$ cat src/rtl/segmented_state_reg.sv
// segmented_state_reg: segmented state register with per-segment/word load, rotate, clear and snapshot handshake.
// Optional segment write-lock enabled by defining SEG_STATE_LOCK_EN.
module segmented_state_reg #(
   parameter int WIDTH    = 8,
   parameter int SEGMENTS = 2,
   parameter int SEL_W    = 1,
   parameter int CNT_W    = 8
) (
   input  logic                clk_i,
   input  logic                rst_i,
   input  logic                load_i,
   input  logic [1:0]          mode_i,
   input  logic [SEL_W-1:0]    select_i,
   input  logic [WIDTH-1:0]    data_in_i,
   input  logic                capture_i,
   input  logic                snap_ack_i,
`ifdef SEG_STATE_LOCK_EN
   input  logic [SEGMENTS-1:0] lock_mask_i,
   output logic                lock_viol_o,
`endif
   output logic [WIDTH-1:0]    state_o,
   output logic [WIDTH-1:0]    snap_o,
   output logic                snap_valid_o,
   output logic                overrun_o,
   output logic [SEGMENTS-1:0] dirty_o,
   output logic [CNT_W-1:0]    upd_count_o
);
   localparam int SEG_W = WIDTH / SEGMENTS;
   logic [WIDTH-1:0]    state_q, state_d, snap_q, snap_d;
   logic                snap_valid_q, snap_valid_d, overrun_q, overrun_d;
   logic [SEGMENTS-1:0] dirty_q, dirty_d, wr, sel_oh, lock;
   logic [CNT_W-1:0]    cnt_q, cnt_d;
   logic                accept, op;
`ifdef SEG_STATE_LOCK_EN
   logic                lock_viol_q, lock_viol_d;
   assign lock        = lock_mask_i;
   assign lock_viol_d = load_i & |(lock & (mode_i == 2'b00 ? sel_oh : {SEGMENTS{1'b1}}));
   assign lock_viol_o = lock_viol_q;
`else
   assign lock = '0;
`endif
   always_comb begin
      sel_oh = '0;
      for (int k = 0; k < SEGMENTS; k++) sel_oh[k] = (int'(select_i) == k);
   end
   // wr holds the segments actually written this edge; it drives DIRTY and the counter
   always_comb begin
      state_d = state_q;
      wr      = '0;
      if (load_i && mode_i == 2'b10) begin
         if (lock == '0) begin
            state_d = {state_q[WIDTH-SEG_W-1:0], state_q[WIDTH-1 -: SEG_W]};
            wr      = '1;
         end
      end else if (load_i) begin
         for (int k = 0; k < SEGMENTS; k++)
            if ((mode_i != 2'b00 || sel_oh[k]) && !lock[k]) begin
               state_d[k*SEG_W +: SEG_W] = mode_i == 2'b11 ? {SEG_W{1'b0}} : data_in_i[k*SEG_W +: SEG_W];
               wr[k] = 1'b1;
            end
      end
   end
   assign op           = |wr;
   assign accept       = capture_i & (~snap_valid_q | snap_ack_i);
   assign snap_d       = accept ? state_q : snap_q;
   assign snap_valid_d = accept | (snap_valid_q & ~snap_ack_i);
   assign overrun_d    = capture_i & snap_valid_q & ~snap_ack_i;
   assign dirty_d      = accept ? wr : dirty_q | wr;
   assign cnt_d        = accept ? CNT_W'(op) : (op && ~&cnt_q) ? cnt_q + CNT_W'(1) : cnt_q;
   always_ff @(posedge clk_i or posedge rst_i) begin
      if (rst_i) begin
         state_q      <= '0;
         snap_q       <= '0;
         snap_valid_q <= 1'b0;
         overrun_q    <= 1'b0;
         dirty_q      <= '0;
         cnt_q        <= '0;
`ifdef SEG_STATE_LOCK_EN
         lock_viol_q  <= 1'b0;
`endif
      end else begin
         state_q      <= state_d;
         snap_q       <= snap_d;
         snap_valid_q <= snap_valid_d;
         overrun_q    <= overrun_d;
         dirty_q      <= dirty_d;
         cnt_q        <= cnt_d;
`ifdef SEG_STATE_LOCK_EN
         lock_viol_q  <= lock_viol_d;
`endif
      end
   end
   assign state_o      = state_q;
   assign snap_o       = snap_q;
   assign snap_valid_o = snap_valid_q;
   assign overrun_o    = overrun_q;
   assign dirty_o      = dirty_q;
   assign upd_count_o  = cnt_q;
endmodule
$ cat config.mk
export PLATFORM = sky130hd
export DESIGN_NAME = segmented_state_reg
export DESIGN_NICKNAME = d
export VERILOG_FILES = /design/src/rtl/segmented_state_reg.sv
export SDC_FILE = /design/constraint.sdc
export NUM_CORES = 1
export LEC_CHECK = 0
export BUFFER_PORTS_ARGS = -buffer_cell sky130_fd_sc_hd__buf_2
export CORE_ASPECT_RATIO = 0.6
export CORE_MARGIN = 2
export CORE_UTILIZATION = 40
export CTS_BUF_LIST = sky130_fd_sc_hd__clkbuf_8
export DETAILED_ROUTE_END_ITERATION = 8
export GPL_TIMING_DRIVEN = 0
export PLACE_DENSITY_LB_ADDON = 0.3
export SYNTH_ARGS = -nofsm -noshare
export SYNTH_HDL_FRONTEND = slang
export SYNTH_SLANG_ARGS = --single-unit
$ cat constraint.sdc
create_clock -name clk_i -period 2.3 [get_ports clk_i]
set_clock_uncertainty 0.2 [all_clocks]
set_input_delay 0.23 -clock clk_i [delete_from_list [all_inputs] [get_ports clk_i]]
set_output_delay 0.23 -clock clk_i [all_outputs]
set_load 0.02 [all_outputs]
==> results.yml, run 1 <==
clock_network:
  clock_path_buffers: 2
  clock-sinks: 28
  clk_pin_slew_ns: 0.10
  insertion_delay_ns: 0.28
  post_cts_buffers: 0
  cts_root_buf: "clkbuf_8"
  cts-buffers-inserted: 3
  cts_max_level: 1
  cts.repair.resized: 0
  holdBufCountCts: 1
  cts_tree: "built"
floorplanning:
  die_h_um: 48.5
  start_util: 0.413
  pin_count: 44
  fp-row-count: 16
  die_area_mm2: 0.00380
  design.core.area_mm2: 0.00320
  die_w_um: 78.2
critical_path:
  arrival_ns: 1.73
  r2r_end: "upd_count_o[0]"
  path_depth: 5
  crit_path_top_delay_cell: "dfrtp_1"
  start_kind: "register"
  cp_top_family: "flip-flops"
  rr_worst_depth: 5
  path_class: "register to register"
  worstPathCellList: "ha_1 > nand4_1 > nor2_1 > a21boi_0 > a2bb2oi_1"
  cp.required_ns: 2.26
  worst-path-buf-inv: 0
  cp-end-kind: "register"
  timing.rr.start: "upd_count_o[0]"
  ff2ff_setup_slack_ns: 0.53
  critPathMaxStageDelay_ns: 0.48
  critPathMaxFanout: 5
timing:
  clock.fmax_ghz: 0.565
  setup_viol: 0
  min_period_over_period: 0.769
  finalHoldWorstSlack_ns: -0.0200
  rsz0062_at_grt: "false"
  fin_crit_ns: 1.77
  finalHoldViolations: 28
  setup_tns_ns: 0
  slew_headroom: 0.319
  worstMarginPinSlew_ns: 1.02
  drv_slew: 0
synth:
  synth_edf_count: 0
  synth_area_leader_cell: "dfrtp_1"
  synth_fp_nets: 154
  netlist_area_mm2: 0.00132
  yosysWarnings: 0
  synth.area.top_cells: "dfrtp_1 (53%), nand2_1 (12%), a22oi_1 (4.5%)"
  yosysUniqueCellTypes: 31
  async_flop_share: 1.00
  ys_seq_area_frac: 0.530
  synth.avg_cell_area_um2: 9.65
  synth_top_area_frac: 0.530
  ys.flop_type: "dfrtp_1"
  synthCells: 137
  ys_ff_latch: 28
outcome:
  violations: "hold timing"
  outcome: "complete, but fails checks"
placed_design:
  dp.cells: 225
  hpwl_um: 2280
  placed_area_mm2: 0.00159
  portBuffers: 43
  routabilityCongestion: 0.849
global_route:
  antenna_found_initial: 0
  grt_max_degree: 29
  track_usage: 0.168
  grt_pass1_wl_um: 5010
  grt_overflow: 0
  grt_pass1_vias: 1074
finish:
  seq_area_um2: 701
  finalNetCount: 203
  diodes: 0
  multi_input_area_um2: 573
  utilization: 0.523
  fillCellCount: 319
  fin_cells: 230
  area_delta_synth_final_pct: 26.7
  final_cell_mix: "nand2_1 (44), buf_2 (44), dfrtp_1 (28)"
  fin_area_mm2: 0.00168
  layout-drive-gt1-share: 0.319
drt:
  vias: 1158
  vias_per_cell: 5.03
  drt_wl_total_um: 2990
  ant_nets: 0
  drc: 0
  post_drt_wl_per_cell_um: 13.0
  first_pass_iters: 4
  drtIter0Drc: 67
power:
  p_per_area_mw_per_mm2: 745
  ir_drop_mv: 0.371
  p_leak_nw: 0.859
hold_path:
  hold_path_class: "input pin to async pin"
run:
  drv_cap: 0
## layer usage
metal,up-vias,GRT usage,share of wire
li1,564,-,-
met1,540,0.236,0.48
met2,46,0.253,0.44
met3,8,0.0466,0.063
met4,0,0.0526,0.014
met5,-,0,0
## through the flow
step / setup slack (ns) / hold slack [ns] / power (mW)
global placement: 0.613 / 0.250 / 0.864
global route: 0.414 / 0.0317 / 1.31
finish: 0.531 / -0.0200 / 1.25
detailed placement: 0.576 / 0.253 / 0.874
floorplan: 0.624 / 0.0954 / 0.767
CTS: 0.560 / 0.0222 / 1.26
## worst reg2reg max path: stages (launching register included)
cell and delay (ns):
dfrtp_1 0.48, ha_1 0.27, nand4_1 0.17, nor2_1 0.27, a21boi_0 0.14, a2bb2oi_1 0.14
## power breakdown
| group | leakage (nW) | total, mW | switching (mW) | internal (mW) |
|---|---|---|---|---|
| clock network | 0.0357 | 0.384 | 0.151 | 0.233 |
| logic | 0.464 | 0.265 | 0.170 | 0.0946 |
| registers | 0.359 | 0.599 | 0.0529 | 0.546 |
## cell families (layout without fill, tap and decap cells)
group           Yosys count  after routing  share of synthesized area
compound gates           29             29                      0.159
xor+xnor                  1              1                    0.00662
fa+ha+maj                 1              1                    0.00946
buf+inv                   8             56                     0.0369
flops                    28             28                      0.530
mux                       2              2                     0.0151
simple gates             68             68                      0.243
## synthesized netlist by cell type (2+ instances only)
cell / instances
mux2i_1: 2
nand4_1: 2
dfrtp_1: 28
inv_1: 4
nand2_1: 44
nand3_1: 2
nor2_1: 9
nor3_1: 3
a21oi_1: 4
o31ai_4: 2
o21ai_0: 10
a22oi_1: 8
## flip-flops by register name, summed over array words and instances (netlist names)
register / count
dirty_o: 2
overrun_o: 1
snap_o: 8
snap_valid_o: 1
state_o: 8
upd_count_o: 8
## worst max path at each step
stage          slack [ns]      startpoint              to
6_report             0.53  upd_count_o[0]  upd_count_o[0]
5_1_grt              0.41  upd_count_o[0]  upd_count_o[0]
4_1_cts              0.56  upd_count_o[0]  upd_count_o[0]
3_5_place_dp         0.58  upd_count_o[0]  upd_count_o[0]
3_3_place_gp         0.61  upd_count_o[0]  upd_count_o[0]
2_1_floorplan        0.62  upd_count_o[0]  upd_count_o[7]
## cell type report
cell class / instances / area share
clock inverters: 1 / 0.0179
flip-flops and latches: 28 / 0.418
multi-input cells: 101 / 0.342
plain buffers: 4 / 0.0202
inverters: 4 / 0.00896
repair buffers: 44 / 0.134
clock buffers: 3 / 0.0246
well taps: 45 / 0.0336
(Power assumes the default switching activity.)
==> run 2, diff against run 1 <==
clock period = 1.78 ns   (was 2.3 ns; I/O delays follow)
==> run 2 against run 1 <==
  * The run now ends clean
  * Sequential power grew 29%
  * Routed wire length grew 0.23%
  * Global-route usage grew 0.16 points
  * Sequential share of layout area shrank 0.80 points
  * Fmax grew 2.2%
  * Clock-buffer cell count is the same
  * First-iteration DRC count grew 1.5%
==> results.yml, run 2 (synthesis gave the netlist of run 1 again) <==
drt:
  vias: 1163
  drt_wl_total_um: 3000
  drtIter0Drc: 68
  ant_nets: 0
  post_drt_wl_per_cell_um: 12.9
  first_pass_iters: 4
  drc: 0
  vias_per_cell: 4.99
finish:
  diodes: 0
  area_delta_synth_final_pct: 29.1
  fin_area_mm2: 0.00171
  utilization: 0.533
  finalNetCount: 206
  fin_cells: 233
  final_cell_mix: "nand2_1 (44), buf_2 (44), dfrtp_1 (28)"
  layout-drive-gt1-share: 0.319
  fillCellCount: 319
timing:
  slew_headroom: 0.330
  min_period_over_period: 0.972
  setup_viol: 0
  fin_crit_ns: 1.73
  drv_slew: 0
  clock.fmax_ghz: 0.578
  rsz0062_at_grt: "true"
  worstMarginPinSlew_ns: 1.00
  setup_tns_ns: 0
  finalHoldViolations: 0
critical_path:
  critPathLaunch: "upd_count_o[0]"
  r2r_end: "upd_count_o[7]"
  path_class: "register to register"
  arrival_ns: 1.70
  cp-end-kind: "register"
  start_kind: "register"
  rr_worst_depth: 5
  cp.required_ns: 1.75
  critPathMaxFanout: 5
  timing.rr.start: "upd_count_o[0]"
  ff2ff_setup_slack_ns: 0.05
placed_design:
  dp.cells: 225
  hpwl_um: 2280
  portBuffers: 43
  placed_area_mm2: 0.00159
  routabilityCongestion: 0.849
global_route:
  track_usage: 0.169
  grt_overflow: 0
  grt_pass1_vias: 1078
  antenna_found_initial: 0
  grt_max_degree: 29
  grt_pass1_wl_um: 5060
clock_network:
  cts_max_level: 1
  cts_tree: "built"
  clk_pin_slew_ns: 0.09
  post_cts_buffers: 0
  insertion_delay_ns: 0.27
  clock-sinks: 28
  clock_path_buffers: 2
  cts_root_buf: "clkbuf_8"
  cts-buffers-inserted: 3
floorplanning:
  die_area_mm2: 0.00380
  die_w_um: 78.2
  pin_count: 44
  fp-row-count: 16
  die_h_um: 48.5
  start_util: 0.413
  design.core.area_mm2: 0.00320
power:
  ir_drop_mv: 0.478
  p_per_area_mw_per_mm2: 946
  p_leak_nw: 0.871
  total_power_mw: 1.61
hold_path:
  whs_path_depth: 3
  hp-start: "select_i"
  worst_hold_path.endpoint: "dirty_o[1]"
  hold_path_class: "input pin to register"
outcome:
  outcome: "completed"
run:
  drv_cap: 0
[run 2: cell types whose count changed in the layout (fill, tap and decap cells not counted)]
cell | before | now
nor2_1 | 9 | 8
nor2_2 | 1 | 2
dlygate4sd3_1 | 1 | 4
[run 2: worst max-delay path, stage by stage (launching register included)]
cell and delay [ns]:
dfrtp_1 0.47, ha_1 0.29, and4_1 0.25, nor3_2 0.21
xnor2_1 0.16, nor2_2 0.05
[run 2: metrics by stage]
stage	hold WS [ns]	setup slack, ns
finish	0.00929	0.0502
global route	0.0134	-0.0305
CTS	0.00520	0.0404
detailed placement	0.201	0.0563
global placement	0.198	0.0935
floorplan	0.0434	0.104
[run 2: worst max path at each step]
| stage | slack [ns] | end |
|---|---|---|
| after floorplan | 0.10 | upd_count_o[7] |
| after global placement | 0.09 | upd_count_o[0] |
| after detailed placement | 0.06 | upd_count_o[0] |
| after CTS | 0.04 | upd_count_o[0] |
| after global routing | -0.03 | upd_count_o[0] |
| final | 0.05 | upd_count_o[7] |
[run 2: repair_timing]
action                                  4_1_cts  5_1_grt
endpoints found under the setup margin        0        4
hold buffers                                  4        0
endpoints found under the hold margin        30        0
resized for setup                             0        1
[run 2: layout make-up]
class | count | area [µm²] | area share
sequential | 28 | 701 | 0.410
multi-input combinational | 101 | 576 | 0.337
timing repair buffer | 47 | 255 | 0.149
tap | 45 | 56.3 | 0.0330
clock buffer | 3 | 41.3 | 0.0242
buffer | 4 | 33.8 | 0.0198
clock inverter | 1 | 30.0 | 0.0176
inverter | 4 | 15.0 | 0.00879
[run 2: routing by layer]
metal  GRT usage  vias to the layer above  wire length [µm]
met3      0.0466                        2               201
met4      0.0526                        0                27
met5           0                        -                 0
li1            -                      574                 -
met2       0.256                       47              1360
met1       0.238                      540              1420
[run 2: power breakdown]
group	leakage (nW)	switching, mW	internal [mW]
clock network	0.0357	0.193	0.301
registers	0.359	0.0684	0.705
logic	0.475	0.220	0.127
